===== src/rtl/mem_arbiter.sv =====
// Byte-serial owner of the RAM/IO port: arbitrates fetch vs. load/store and
// splits each granted access into byte transfers, assembling reads little-endian.
module mem_arbiter (
    input  logic        clk,
    input  logic        rst,
    input  logic        rdy,
    input  logic        if_req,
    input  logic [31:0] if_addr,
    input  logic        if_flush,
    output logic        if_done,
    output logic [31:0] if_data,
    input  logic        mem_req,
    input  logic        mem_we,
    input  logic [31:0] mem_addr,
    input  logic [1:0]  mem_size,
    input  logic [31:0] mem_wdata,
    output logic        mem_done,
    output logic [31:0] mem_rdata,
    input  logic [7:0]  ram_din,
    output logic [7:0]  ram_dout,
    output logic [31:0] ram_a,
    output logic        ram_wr
);

    typedef enum logic [2:0] {IDLE, IF_RD, MEM_RD, MEM_WR, DONE} state_t;

    typedef struct packed {
        logic [31:0] base;
        logic [31:0] wdata;
        logic [2:0]  n;
        logic        is_if;
    } xfer_t;

    function automatic logic [2:0] size_to_n(input logic [1:0] sz);
        case (sz)
            2'b00:   return 3'd1;
            2'b01:   return 3'd2;
            default: return 3'd4;
        endcase
    endfunction

    state_t          state, state_nxt;
    xfer_t           req, req_nxt;
    logic [2:0]      iss, iss_nxt;
    logic [2:0]      cap, cap_nxt;
    logic            cap_vld, cap_vld_nxt;
    logic [3:0][7:0] rbuf, rbuf_nxt;
    logic [31:0]     if_data_nxt, mem_rdata_nxt;

    always_comb begin
        state_nxt     = state;
        req_nxt       = req;
        iss_nxt       = iss;
        cap_nxt       = cap;
        cap_vld_nxt   = 1'b0;
        rbuf_nxt      = rbuf;
        if_data_nxt   = if_data;
        mem_rdata_nxt = mem_rdata;
        ram_a         = 32'd0;
        ram_dout      = 8'd0;
        ram_wr        = 1'b0;
        if_done       = 1'b0;
        mem_done      = 1'b0;

        case (state)
            IDLE: begin
                if (rdy) begin
                    if (mem_req) begin
                        req_nxt.base  = mem_addr;
                        req_nxt.wdata = mem_wdata;
                        req_nxt.n     = size_to_n(mem_size);
                        req_nxt.is_if = 1'b0;
                        iss_nxt       = 3'd0;
                        cap_nxt       = 3'd0;
                        rbuf_nxt      = '0;
                        state_nxt     = mem_we ? MEM_WR : MEM_RD;
                    end else if (if_req && !if_flush) begin
                        req_nxt.base  = if_addr;
                        req_nxt.wdata = 32'd0;
                        req_nxt.n     = 3'd4;
                        req_nxt.is_if = 1'b1;
                        iss_nxt       = 3'd0;
                        cap_nxt       = 3'd0;
                        rbuf_nxt      = '0;
                        state_nxt     = IF_RD;
                    end
                end
            end

            IF_RD, MEM_RD: begin
                // Present the awaited byte's address whenever nothing new is issued,
                // so the bus never runs ahead of n (no speculative IO reads).
                ram_a = req.base + {29'd0, cap};
                if (state == IF_RD && if_flush) begin
                    state_nxt = IDLE;
                end else if (!rdy) begin
                    // Anything issued but not yet captured is reissued on resume.
                    iss_nxt = cap;
                end else begin
                    if (iss < req.n) begin
                        ram_a       = req.base + {29'd0, iss};
                        iss_nxt     = iss + 3'd1;
                        cap_vld_nxt = 1'b1;
                    end
                    if (cap_vld) begin
                        rbuf_nxt[cap[1:0]] = ram_din;
                        cap_nxt            = cap + 3'd1;
                        if (cap + 3'd1 == req.n) begin
                            state_nxt = DONE;
                            if (req.is_if) if_data_nxt = rbuf_nxt;
                            else           mem_rdata_nxt = rbuf_nxt;
                        end
                    end
                end
            end

            MEM_WR: begin
                ram_a    = req.base + {29'd0, iss};
                ram_dout = req.wdata[{iss[1:0], 3'b000} +: 8];
                if (rdy) begin
                    ram_wr  = 1'b1;
                    iss_nxt = iss + 3'd1;
                    if (iss + 3'd1 == req.n) state_nxt = DONE;
                end
            end

            DONE: begin
                // A flush landing on the done cycle still kills the fetch result.
                if_done   = req.is_if && !if_flush;
                mem_done  = !req.is_if;
                state_nxt = IDLE;
            end

            default: state_nxt = IDLE;
        endcase
    end

    always_ff @(posedge clk or negedge rst) begin
        if (!rst) begin
            state     <= IDLE;
            req       <= '0;
            iss       <= 3'd0;
            cap       <= 3'd0;
            cap_vld   <= 1'b0;
            rbuf      <= '0;
            if_data   <= 32'd0;
            mem_rdata <= 32'd0;
        end else begin
            state     <= state_nxt;
            req       <= req_nxt;
            iss       <= iss_nxt;
            cap       <= cap_nxt;
            cap_vld   <= cap_vld_nxt;
            rbuf      <= rbuf_nxt;
            if_data   <= if_data_nxt;
            mem_rdata <= mem_rdata_nxt;
        end
    end

endmodule


===== config.mk =====
export PLATFORM = sky130hd
export DESIGN_NAME = mem_arbiter
export DESIGN_NICKNAME = d
export VERILOG_FILES = /design/src/rtl/mem_arbiter.sv
export SDC_FILE = /design/constraint.sdc
export NUM_CORES = 1
export LEC_CHECK = 0
export BUFFER_PORTS_ARGS = -buffer_cell sky130_fd_sc_hd__buf_2
export CAP_MARGIN = 20
export CORE_ASPECT_RATIO = 0.75
export CORE_UTILIZATION = 54
export DETAILED_ROUTE_END_ITERATION = 8
export GPL_ROUTABILITY_DRIVEN = 0
export PLACE_DENSITY_LB_ADDON = 0.1
export SLEW_MARGIN = 20
export SYNTH_ARGS = -nofsm -noshare
export SYNTH_HDL_FRONTEND = slang
export SYNTH_SLANG_ARGS = --single-unit

===== constraint.sdc =====
create_clock -name clk -period 3.58 [get_ports clk]
set_clock_uncertainty 0.2 [all_clocks]
set_input_delay 0.358 -clock clk [delete_from_list [all_inputs] [get_ports clk]]
set_output_delay 0.358 -clock clk [all_outputs]
set_load 0.1 [all_outputs]

==> results.md <==
* Status: complete, no violations
* Wire length per cell at 18.5 microns
* Vias in the first global route at 7684
* CP max stage cell: fa_1
* Clock slew at reported path FFs at 70 ps
* Nets@finish at 1266
* Synthesized netlist cell count at 911
* Die Y at 114 microns
* Async set-reset flop share out of synthesis at 100%
* CP Cell Sequence: inv_1, fa_1, nor2b_2, o2111ai_1, buf_4, nor2_1, a22o_1, nand2_1, o21ai_2, buf_12
* WS Path Type: flop to primary output
* Hold Crit Depth at 3
* Final core occ at 73.6%
* Largest net degree at the start of global routing at 84
* Crit path max-delay family: buffers and inverters
* Final period util at 97.6%
* P per Cell Area at 830 mW/mm^2
* Clk sinks at 174
* Vias/cell at 5.94
* Top Metal Used: met4
* CTS Buf Count at 17
* Core Rows at 40
* Gr usage total at 30.1%
* Buf/Inv on CP at 3
* GR Overflow Total at 0
* Placed Cells at 1288
* Hold Path Class: input pin to flop
* DRT Pass-1 Iters at 5
* Pwr Total at 9.87 mW
* Fill cells at 1215
* Most used DFF post-synth: dfrtp_1
* M1 WL at 11800 microns
* Die W at 151 microns
* CORE AREA at 0.0162 sq mm
* Area of the multi-input gates at 0.00454 sq mm
* RSZ-0062 raised after global routing: yes
* CP arrival at 2940 ps
* Boundary Pins at 220
* Cells on worst reg2reg path at 8
* Layout cells sized above 1 at 30.3%
* Synth cell types at 66
* Slowest cell delay on critical path at 470 ps
* Avg Inst Size Synth at 9.91 sq um
* FF+latch count, synth at 174
* Worst Path Max Fanout at 7
* Post-DP HPWL at 17300 microns
* Seq/Total Area, Yosys at 48.2%
* DIE AREA at 0.0173 sq mm
* Measured slew at the worst slew-check pin at 889 ps
* Post-Syn Nets at 1040
* Drt drc at 0
* Clk Latency, worst-skew pair at 430 ps
* Maximum vdd drop at 0.502 mV
* Instance count on the critical path at 10
* Total Routed Length at 25200 microns
* Area Growth Syn to Fin at 31.7%
* Required time of the critical path at 3020 ps
* Final Non-Filler Cells at 1361
* Buffers on Ports at 219
* DR WL met2 at 11200 microns
* Yosys warning count at 0
* Final Slew Violations at 0
* P_leak at 5.55 nW
* Max H-tree Level at 4
* Synth Cell Area at 0.00903 sq mm
* Slew margin rel. at 40.7%
* Register area at 0.00436 sq mm
* Max-cap viol count at 0
* Final setup fails at 0
* Final hold vios at 0
* Antenna violations before repair at 2
* Fmax at 286 MHz
* Via total after detailed routing at 8078
* ANT nets after route at 0
* CTS max path bufs at 2
* Fin crit period at 3500 ps
* Initial core utilization at 55.9%
* DR WL met3 at 1750 microns
* Initial DRC Count at 547
* Startpoint type of the worst setup path: flop
* CTS tree: done
* Root Driver: clkbuf_16
* CP Capture Type: primary output
* Number of synthesized flops with an enable pin at 0
* First-pass GRT wire length at 39900 microns
where the power goes:
| group | total [mW] | internal [mW] | switching, mW |
|---|---|---|---|
| clock network | 1.90 | 1.02 | 0.885 |
| registers | 3.03 | 2.44 | 0.598 |
| logic | 4.93 | 1.80 | 3.13 |
timing repair:
item | CTS | global route
gates resized for setup | 5 | 26
setup buffers | 1 | 4
setup endpoints to repair | 9 | 23
hold buffers | 35 | 0
pin swaps | 2 | 5
hold endpoints to repair | 114 | 0
worst register-to-register path, delay by kind of cell (launching register included):
family | cells | cell delay (ps)
and+or+nand+nor | 3 | 840
buffers and inverters | 2 | 760
DFF | 1 | 450
AOI/OAI and AO/OA | 1 | 410
adders and majority gates | 1 | 330
xor gates and xnor gates | 1 | 150
per-stage QoR:
step           hold slack [ps]  worst slack (ps)  TNS (ps)  instance area, sq um
3_3_place_gp               254               429         0                 10800
2_1_floorplan             -138              -517      -517                  9180
5_1_grt                   10.3             -36.4      -164                 11900
6_report                  15.8              84.8         0                 11900
4_1_cts                   4.53             -19.5     -19.5                 11800
3_5_place_dp               261               342         0                 10800
cell usage in the layout, fill, tap and decap left out, drive strengths merged, types with 5 or more instances in the layout:
cell	netlist	final
dlygate4sd3	0	35
nand4	7	7
mux4	8	8
xor2	5	5
dfrtp	174	174
nor3	9	9
ha	14	14
a31oi	8	8
and2	10	10
a22oi	6	6
nand3	9	9
a22o	49	49
clkbuf	48	20
nor4	7	7
o21ai	143	143
nor2b	5	5
o21a	6	6
nand2	133	133
inv	12	19
o22ai	13	13
xnor2	5	5
nor2	43	43
mux2i	65	65
a21oi	28	28
and3	5	5
a32o	25	25
buf	27	245
synth_stat cells (2+ instances only):
master | n | share of area, %
a21o_1 | 3 | 0.25
a21oi_1 | 28 | 1.6
a22o_1 | 49 | 4.8
a22oi_1 | 6 | 0.50
a31oi_1 | 8 | 0.55
a32o_1 | 25 | 2.8
and2_1 | 10 | 0.69
and3_1 | 5 | 0.35
and4_1 | 4 | 0.39
buf_1 | 8 | 0.33
buf_2 | 13 | 0.72
buf_4 | 5 | 0.42
clkbuf_1 | 47 | 2.0
dfrtp_1 | 174 | 48
fa_1 | 2 | 0.44
ha_1 | 14 | 1.9
inv_1 | 12 | 0.50
mux2i_1 | 65 | 7.2
mux4_2 | 8 | 2.0
nand2_1 | 132 | 5.5
nand2b_1 | 2 | 0.14
nand3_1 | 8 | 0.44
nand4_1 | 6 | 0.42
nor2_1 | 42 | 1.7
nor2b_1 | 5 | 0.35
nor3_1 | 8 | 0.44
nor3b_1 | 4 | 0.33
nor4_1 | 7 | 0.48
o2111ai_1 | 4 | 0.39
o21a_1 | 6 | 0.50
o21ai_0 | 102 | 5.7
o21ai_1 | 36 | 2.0
o21ai_2 | 5 | 0.48
o221ai_1 | 3 | 0.29
o22a_1 | 2 | 0.19
o22ai_1 | 13 | 0.90
o31ai_1 | 2 | 0.17
or2_2 | 2 | 0.14
xnor2_1 | 5 | 0.48
xor2_1 | 5 | 0.48
layer usage:
metal  vias up  GRT usage (%)
li1       3782              -
met5         -              0
met1      3925           45.2
met3        26           5.60
met4         0           8.87
met2       345           44.2
logic make-up (layout without fill, tap and decap cells):
| logic type | after synthesis | in the layout | synth area share (%) |
|---|---|---|---|
| compound gates | 300 | 300 | 21.7 |
| buf+inv | 87 | 326 | 4.14 |
| mux | 74 | 74 | 9.32 |
| other cells | 0 | 1 | 0 |
| simple gates | 249 | 249 | 13.0 |
| xor+xnor | 11 | 11 | 1.23 |
| flops | 174 | 174 | 48.2 |
| fa+ha+maj | 16 | 16 | 2.38 |
worst paths after layout:
path | from | endpoint | slack, ps
max | cap[1]$_DFFE_PN0P_ | ram_a[26] | 80
min | if_addr[28] | req[64]$_DFFE_PN0P_ | 20
max reg2reg | cap[1]$_DFFE_PN0P_ | req[1]$_DFFE_PN0P_ | 380
min reg2reg | if_data[19]$_DFFE_PN0P_ | if_data[19]$_DFFE_PN0P_ | 280
max in group asynchronous | rst | if_data[15]$_DFFE_PN0P_ | 1960
min in group asynchronous | rst | req[64]$_DFFE_PN0P_ | 340
registers in the layout, indices dropped and copies added (netlist names):
register / cells
cap: 3
cap_vld: 1
if_data: 32
iss: 3
mem_rdata: 32
rbuf: 32
req: 68
state: 3
area by class of cell:
class	count	share of cell area, %
clock buffers	18	3.69
multi-input cells	650	38.2
well taps	210	2.21
flip-flops and latches	174	36.6
repair buffers	282	17.5
inverters	12	0.379
clock inverters	14	1.44
diodes	1	0.0210
No activity file was read; power rests on OpenSTA's default activity.
